$ cat config.mk
export PLATFORM = sky130hd
export DESIGN_NAME = z_capture_unit
export DESIGN_NICKNAME = d
export VERILOG_FILES = /design/src/rtl/z_capture_unit.sv
export SDC_FILE = /design/constraint.sdc
export NUM_CORES = 1
export LEC_CHECK = 0
export CAP_MARGIN = 40
export CORE_ASPECT_RATIO = 1.25
export CORE_MARGIN = 10
export CORE_UTILIZATION = 42
export DETAILED_ROUTE_END_ITERATION = 10
export PLACE_DENSITY_LB_ADDON = 0.3
export REMOVE_ABC_BUFFERS = 1
export SLEW_MARGIN = 20
export SYNTH_ARGS = -nofsm -noshare
export SYNTH_HDL_FRONTEND = slang
export SYNTH_SLANG_ARGS = --single-unit
$ cat constraint.sdc
create_clock -name clk -period 4.5 [get_ports clk]
set_clock_uncertainty 0.2 [all_clocks]
set_input_delay 0.45 -clock clk [delete_from_list [all_inputs] [get_ports clk]]
set_output_delay 0.45 -clock clk [all_outputs]
set_load 0.02 [all_outputs]
$ cat src/rtl/z_capture_unit.sv
// z_capture_unit: latches a one- or two-word ALU result and offers it to the bus word by word.
module z_capture_unit #(
  parameter int CNT_W = 8
) (
  input  logic             clk,
  input  logic             clear,
  input  logic [31:0]      Chigh,
  input  logic [31:0]      Clow,
  input  logic             Zin,
  input  logic             wide,
  input  logic             bus_grant,
  input  logic             err_clr,
  output logic [31:0]      ZHigh,
  output logic [31:0]      ZLow,
  output logic             bus_req,
  output logic [31:0]      bus_data,
  output logic             dst_gp,
  output logic             dst_lo,
  output logic             dst_hi,
  output logic             busy,
  output logic             capture_err,
  output logic [CNT_W-1:0] xfer_cnt
);
  typedef enum logic [1:0] {IDLE, SEND_LO, SEND_HI} state_t;

  state_t           r_state, w_next;
  logic [31:0]      r_zhigh, r_zlow;
  logic             r_wide, r_err;
  logic [CNT_W-1:0] r_cnt;
  logic             w_done, w_accept, w_drop;

  // The final word of a result is granted here; a new capture may ride on it.
  assign w_done   = bus_grant & ((r_state == SEND_LO & ~r_wide) | r_state == SEND_HI);
  assign w_accept = Zin & (r_state == IDLE | w_done);
  assign w_drop   = Zin & ~w_accept;

  always_ff @(posedge clk or negedge clear) begin
    if (!clear) r_state <= IDLE;
    else        r_state <= w_next;
  end

  always_comb begin
    w_next   = r_state;
    bus_req  = 1'b0;
    bus_data = 32'd0;
    dst_gp   = 1'b0;
    dst_lo   = 1'b0;
    dst_hi   = 1'b0;
    if (w_accept) w_next = SEND_LO;
    else if (bus_grant && r_state == SEND_LO) w_next = r_wide ? SEND_HI : IDLE;
    else if (bus_grant && r_state == SEND_HI) w_next = IDLE;
    if (r_state == SEND_LO) begin
      bus_req  = 1'b1;
      bus_data = r_zlow;
      dst_lo   = r_wide;
      dst_gp   = ~r_wide;
    end else if (r_state == SEND_HI) begin
      bus_req  = 1'b1;
      bus_data = r_zhigh;
      dst_hi   = 1'b1;
    end
  end

  always_ff @(posedge clk or negedge clear) begin
    if (!clear) begin
      r_zhigh <= 32'd0;
      r_zlow  <= 32'd0;
      r_wide  <= 1'b0;
      r_err   <= 1'b0;
      r_cnt   <= '0;
    end else begin
      if (w_accept) begin
        r_zhigh <= Chigh;
        r_zlow  <= Clow;
        r_wide  <= wide;
      end
      r_err <= w_drop ? 1'b1 : err_clr ? 1'b0 : r_err;
      r_cnt <= r_cnt + CNT_W'(w_done);
    end
  end

  assign ZHigh       = r_zhigh;
  assign ZLow        = r_zlow;
  assign busy        = r_state != IDLE;
  assign capture_err = r_err;
  assign xfer_cnt    = r_cnt;
endmodule
== Yosys cells after proc, flatten, opt, wreduce, memory -nomap -nowiden ==
Index checks and enable logic that the tools add are counted.
Operators by class
  reduce and logical (&&, ||, !) cells: 6
  add/sub/neg operators: 1
  eq/ne operators: 2
  multiplexer cells: 13
  bitwise logic cells: 8
Operator list (number)
  32-bit 2-to-1 mux: 2
  8-bit by 1-bit adder with 8-bit output: 1
  2-bit 2-to-1 mux: 4
  1-bit 2-to-1 mux: 7
  1-bit bitwise AND: 4
  2-bit nonzero test: 2
  3-bit nonzero test: 1
  2-bit by 1-bit == test with 1-bit output (second input constant): 1
  2-bit == test (second input constant): 1
  1-bit logical AND: 2
  2-bit logical NOT: 1
  1-bit NOT: 2
  1-bit bitwise OR: 2
Storage, ports and cells
  register bits after elaboration: 76
  word-level logic and storage cells: 36
  input bits: 70

== Logic depth before layout (Yosys ltp) ==
Gate-level depths: netlist of the first run.
  word-level depth: 9
  gate-level depth with buffers: 10

== Worst setup path after synthesis of the first run ==
Ideal clock, no wire load.
  path type: reg-to-output
  start point: register r_state[0]
  end point: output bus_data[10]
  buffers on the path: 2
  required time: 3850 ps
  arrival time: 1651 ps
  path slack: 2199 ps
  cell stages (with the launch flop): 7
  cells stage by stage: dfrtp_1 > inv_1 > ha_1 > nor2b_1 > clkbuf_1 > clkbuf_1 > a22o_1
On the way
  longest elaborated chain between the ends: 3
RTL lines
  start, declared: line 26  | state_t r_state, w_next;
  start signal, assigned: line 39  | else r_state <= w_next;
  2-bit == test: line 57  | end else if (r_state == SEND_HI) begin
  32-bit 2-to-1 mux: line 57
  32-bit 2-to-1 mux (*): line 52  | if (r_state == SEND_LO) begin
  end, declared: line 16  | output logic [31:0] bus_data,
Every way passes the cells marked *; elsewhere a longest branch is shown, timed or not.

== Worst setup path after layout of the first run ==
  start point: register r_state[0]
  end point: output bus_data[30]
Same word-level chain as after synthesis.

==> results of run 1 <==
## metal layers
layer / global-route usage (%) / up-vias
li1: - / 1173
met1: 16.8 / 1261
met2: 31.6 / 91
met3: 8.26 / 8
met4: 5.13 / 0
met5: 0 / -
## synth_stat cells
cell       n
a21o_1     1
a22o_1    32
a22oi_1    1
and2_1     1
buf_2      3
buf_6      5
clkbuf_1   7
dfrtp_1   76
ha_1       5
inv_1      5
mux2_2    37
mux2_4    28
nand2_1    3
nand3_1    3
nor2_1     3
nor2b_1    1
nor2b_4    1
nor3_1     1
o21a_1     2
o21ai_0    1
o31a_1     1
o32ai_1    1
xnor2_1    2
xor2_1     4
## path summary, 6_finish.rpt
| kind | startpoint | to | slack [ns] | cells after the start |
|---|---|---|---|---|
| max | r_state[0] | bus_data[30] | 0.99 | 6 |
| min | xfer_cnt[7] | xfer_cnt[7] | 0.28 | 1 |
| max reg2reg | r_state[1] | ZLow[7] | 1.62 | 7 |
| min reg2reg | xfer_cnt[7] | xfer_cnt[7] | 0.28 | 1 |
| max in group asynchronous | clear | ZLow[27] | 3.15 | 3 |
| min in group asynchronous | clear | ZLow[21] | 0.37 | 2 |
## power groups by stage
stage | sequential (mW) | combinational, mW | clock, mW
floorplan | 1.66 | 1.13 | 0
global placement | 1.30 | 2.78 | 0
detailed placement | 1.32 | 2.82 | 0
CTS | 1.31 | 2.83 | 0.563
global route | 1.36 | 2.94 | 0.597
finish | 1.31 | 2.78 | 0.551
## cells by family (layout without fill, tap and decap cells)
logic type,after synthesis,count (layout),synth area share [%]
AOI/OAI and AO/OA,39,39,9.87
xor gates and xnor gates,6,6,1.56
muxes,65,65,24.8
and+or+nand+nor,13,13,2.04
buffers and inverters,20,204,3.45
adders and majority gates,5,5,1.86
DFF,76,76,56.4
## state kept, by name, summed over array words and instances, names as in the netlist
register     cells
xfer_cnt         8
r_state          2
capture_err      1
ZHigh           32
ZLow            32
r_wide           1
## layout make-up
cell class / count / area, sq um
Timing Repair Buffer: 184 / 1860
Sequential cell: 76 / 1900
Tap cell: 95 / 119
Clock inverter: 5 / 77.6
Fill cell: 593 / 2330
Multi-Input combinational cell: 128 / 1360
Inverter: 5 / 18.8
Clock buffer: 10 / 128
## metrics by stage
| stage | setup slack, ns | util, % | power, mW | instances | instance area (sq um) |
|---|---|---|---|---|---|
| after global routing | 0.761 | 70.1 | 4.90 | 503 | 5460 |
| final | 0.994 | 70.1 | 4.64 | 503 | 5460 |
| after CTS | 0.909 | 70.1 | 4.71 | 503 | 5460 |
| after detailed placement | 1.29 | 67.4 | 4.14 | 487 | 5250 |
| after floorplan | 0.134 | - | 2.79 | 209 | 3270 |
| after global placement | 1.36 | 67.0 | 4.08 | 486 | 5220 |
## repair_timing
| item | 4_1_cts | 5_1_grt |
|---|---|---|
| hold buffers | 1 | 0 |
| endpoints found under the hold margin | 28 | 0 |
| setup buffers | 0 | 0 |
==> flow_metrics.tcl, run 1 <==
set metrics [dict create \
    outcome "finished, final reports clean" \
    viasPerCell 5.04 \
    synthToLayoutAreaGrowth_pct 62.0 \
    vias 2533 \
    clkSinkCount 76 \
    post-synth-top-area-cell "dfrtp_1" \
    cts_root_buf "clkbuf_8" \
    setup_tns_ns 0 \
    ys_ff_latch 76 \
    fin_crit_ns 3.51 \
    fp.dieW_um 100 \
    yosysUniqueCellTypes 24 \
    rsz0062_at_grt "false" \
    clk_pin_slew_worst_paths_ns 0.07 \
    maxCapViolCount 0 \
    p_int_mw 2.83 \
    gp_congestion 0.768 \
    power.share.clock_pct 11.9 \
    crit_buf_inv 3 \
    wirelength_um 10300 \
    cp.required_ns 3.85 \
    avgSynthCellArea_sq_um 15.1 \
    grt_max_degree 52 \
    grt_usage_pct 17.4 \
    final_cell_mix "clkdlybuf4s50_1 (178), dfrtp_1 (76), mux2_2 (37), a22o_1 (32), mux2_4 (28)" \
    hp-class "reg2reg" \
    crit_family "buffers and inverters" \
    final_common_cell "clkdlybuf4s50_1" \
    drc 0 \
    setup_viol 0 \
    worstPathCellList "inv_1 -> ha_1 -> nor2b_2 -> buf_4 -> a22o_1 -> clkdlybuf4s50_1" \
    ir_drop_uv 463 \
    grt.overflow.total 0 \
    power_switching_mw 1.81 \
    swShare_pct 39.1 \
    path_class "reg2out" \
    drv_slew 0 \
    yosysSeqAreaShare_pct 56.4 \
    p_leak_nw 2.32 \
    coreArea_sq_um 7790 \
    rows 36 \
    drtIter0Drc 58 \
    critPathCaptureType "output pin" \
    m1WireLength_um 3580 \
    yosys.area.top_type_share_pct 56.4 \
    met2_length_um 5690 \
    place_hpwl_um 7880 \
    cts_htree_levels 3 \
    whs_ns 0.277 \
    tightest_slew_ns 0.733 \
    cp-start-kind "register" \
    first_global_vias 2930 \
    die-height_um 120 \
    diodes 0 \
    seqPwrFrac_pct 28.2 \
    cts_tree "yes" \
    hold_viol_final 0 \
    synth_area_leaders "dfrtp_1 (56%), mux2_4 (12%), mux2_2 (12%)" \
    crit_arrival_ns 2.86 \
    slowest_stage "nor2b_2" \
    ys.warnings.count 0 \
    maxSlewHeadroom_pct 50.9 \
    crit_fanout 17 \
    dr.pass1.iters 4 \
    clkLatencyLatePin_ns 0.34 \
    nets 479 \
    met3_wirelength_um 958 \
    antenna_found_initial 0 \
    max_freq_mhz 285 \
    min_period_over_period_pct 77.9 \
    postRouteAntennaNets 0 \
    top_layer_used "met4" \
    grt_pass1_wl_um 16500 \
    combPwrFrac_pct 59.9 \
    drive_above_1_share_pct 21.3 \
    avgRoutedWirePerCell_um 20.6 \
    synth.cell_area_sq_um 3370 \
    post_cts_resized 0 \
    cts_buffers 9 \
    io_pins 180 \
    dieArea_sq_um 12000 \
    cts_buffer_depth 2 \
    crit_path_max_incr_delay_ns 0.65 \
    start_util_pct 43.3 \
    io_buffer_count 179 \
    synth_cells 224 \
    pwr_density_cell_nw_per_um2 850 \
]
No activity file was read; power rests on OpenSTA's default activity.
==> inputs of run 2 (changes only) <==
Settings changed: CORE_UTILIZATION 42 to 39.
Clock period 4.5 ns to 3.4 ns, I/O delays scaled along.
==> run 2 against run 1 <==
  * Sequential power rose by 33%
  * Worst setup slack got worse by 0.50 ns
  * Clock power increased by 53%
  * Design area increased by 1.1%
  * Die area rose by 6.3%
  * First-iteration DRC count shrank 24%
  * Final cell count is 1.2% higher
  * Highest routed layer unchanged
  * Sequential cell count is the same
  * Global-route usage fell by 1.3 points
  * Largest power group unchanged
  * Critical path type unchanged
  * Wire length rose by 0.31%
  * Count of clock-buffer cells in the layout grew 2
  * Non-clock buffer count increased by 3
==> flow_metrics.tcl, run 2 (same netlist as run 1, synthesis figures left out) <==
set metrics [dict create \
    cts_buffers 9 \
    crit_buf_inv 4 \
    place_area_sq_um 5260 \
    grt_usage_pct 16.0 \
    cts_tree "yes" \
    gp_congestion 0.742 \
    outcome "finished, final reports clean" \
    combPwrFrac_pct 58.8 \
    tightest_slew_ns 0.619 \
    coreArea_sq_um 8330 \
    dieArea_sq_um 12800 \
    die-height_um 124 \
    clkSinkCount 76 \
    cts_htree_levels 3 \
    min_period_over_period_pct 85.5 \
    power.share.clock_pct 13.5 \
    drc 0 \
    pwr_density_cell_nw_per_um2 1130 \
    crit_arrival_ns 2.37 \
    dp_cells 492 \
    cpMostUsedCell "buf_4" \
    nets 482 \
    worstPathCellList "inv_1 -> ha_1 -> buf_4 -> nor2b_2 -> buf_4 -> a22o_1 -> clkdlybuf4s50_1" \
    vias 2587 \
    first_global_vias 2933 \
    swShare_pct 38.3 \
    grt_max_degree 52 \
    drv_slew 0 \
    grt.overflow.total 0 \
    dr.pass1.iters 4 \
    cts_setup_buffers 0 \
    pre_cts_ws_ns 0.824 \
    p_int_mw 3.87 \
    wirelength_um 10400 \
    fp.dieW_um 103 \
    place_hpwl_um 8220 \
    seqPwrFrac_pct 27.8 \
    clkLatencyLatePin_ns 0.34 \
    cts_buffer_depth 2 \
    power_switching_mw 2.40 \
    synthToLayoutAreaGrowth_pct 63.7 \
    cts_root_buf "clkbuf_8" \
    rows 37 \
    setup_tns_ns 0 \
    final_common_cell "clkdlybuf4s50_1" \
    final_cell_mix "clkdlybuf4s50_1 (178), dfrtp_1 (76), mux2_2 (37), a22o_1 (32), mux2_4 (28)" \
    start_util_pct 40.5 \
    diodes 0 \
    clk_pin_slew_worst_paths_ns 0.08 \
    ir_drop_uv 541 \
    crit_fanout 21 \
    max_freq_mhz 344 \
    hold_viol_final 0 \
    hp-class "in2async" \
    p_leak_nw 2.35 \
    setup_viol 0 \
    grt_pass1_wl_um 15900 \
    antenna_found_initial 0 \
    maxSlewHeadroom_pct 58.7 \
    avgRoutedWirePerCell_um 20.4 \
    crit_path_max_incr_delay_ns 0.63 \
    viasPerCell 5.08 \
    io_buffer_count 179 \
    io_pins 180 \
    slowest_stage "clkdlybuf4s50_1" \
    fin_crit_ns 2.91 \
    drive_above_1_share_pct 22.1 \
    final_cells 509 \
    crit_family "buffers and inverters" \
    rsz0062_at_grt "false" \
    critPathCaptureType "output pin" \
    cp-start-kind "register" \
    fin_area_sq_um 5520 \
    cp.required_ns 2.86 \
    maxCapViolCount 0 \
    finalPower_mw 6.26 \
    path_class "reg2out" \
    drtIter0Drc 44 \
    postRouteAntennaNets 0 \
    setup_ws_ns 0.493 \
]
[run 2: changes by cell type in the layout (fill, tap and decap cells not counted), sizes merged]
| cell | delta |
|---|---|
| clkbuf | +2 |
| bufinv | +1 |
| buf | +3 |
| clkinvlp | -1 |
| clkinv | -1 |
[run 2: worst paths after layout]
| kind | end | slack, ns | depth (start not counted) | start |
|---|---|---|---|---|
| min in group clk | xfer_cnt[7] | 0.29 | 1 | xfer_cnt[7] |
| min reg2reg | xfer_cnt[7] | 0.29 | 1 | xfer_cnt[7] |
| min | ZLow[15] | 0.25 | 2 | clear |
| max in group asynchronous | ZHigh[17] | 2.18 | 3 | clear |
| max | bus_data[15] | 0.49 | 7 | r_state[1] |
| max reg2reg | ZLow[7] | 0.97 | 7 | r_state[1] |
[run 2: stage by stage]
step | hold WS, ns | utilization (%)
floorplan | -0.156 | -
global placement | 0.260 | 62.8
detailed placement | 0.0763 | 63.1
CTS | 0.244 | 66.3
global route | 0.266 | 66.3
finish | 0.249 | 66.3
[run 2: layout make-up]
cell class	instances	area [sq um]
sequential	76	1900
timing repair buffer	187	1870
clock buffer	12	155
tap	97	121
inverter	5	18.8
clock inverter	4	95.1
multi-input combinational	128	1360
fill	655	2810
[run 2: repair_timing]
item / in CTS / in global routing
resized for setup: 0 / 0
hold endpoints to repair: 25 / 0
hold buffers: 1 / 0
[run 2: power by group through the flow]
| stage | Sequential, mW | Combinational, mW | Clock (mW) |
|---|---|---|---|
| after floorplan | 2.20 | 1.50 | 0 |
| after global routing | 1.81 | 3.88 | 0.906 |
| final | 1.74 | 3.68 | 0.843 |
| after detailed placement | 1.76 | 3.74 | 0 |
| after CTS | 1.75 | 3.75 | 0.869 |
| after global placement | 1.74 | 3.68 | 0 |
[run 2: routing by layer]
metal,vias to the layer above,part of all wire (%),global-route usage [%]
li1,1181,-,-
met2,94,56,29.3
met4,0,1.2,5.57
met5,-,0,0
met1,1302,35,16.2
met3,10,8.6,6.09
==> inputs of run 3 (changes only) <==
Settings changed: HOLD_SLACK_MARGIN set to 0.03.
==> results of run 3 <==
Same layout as run 2: the final DEF is identical, and so are final timing and power.
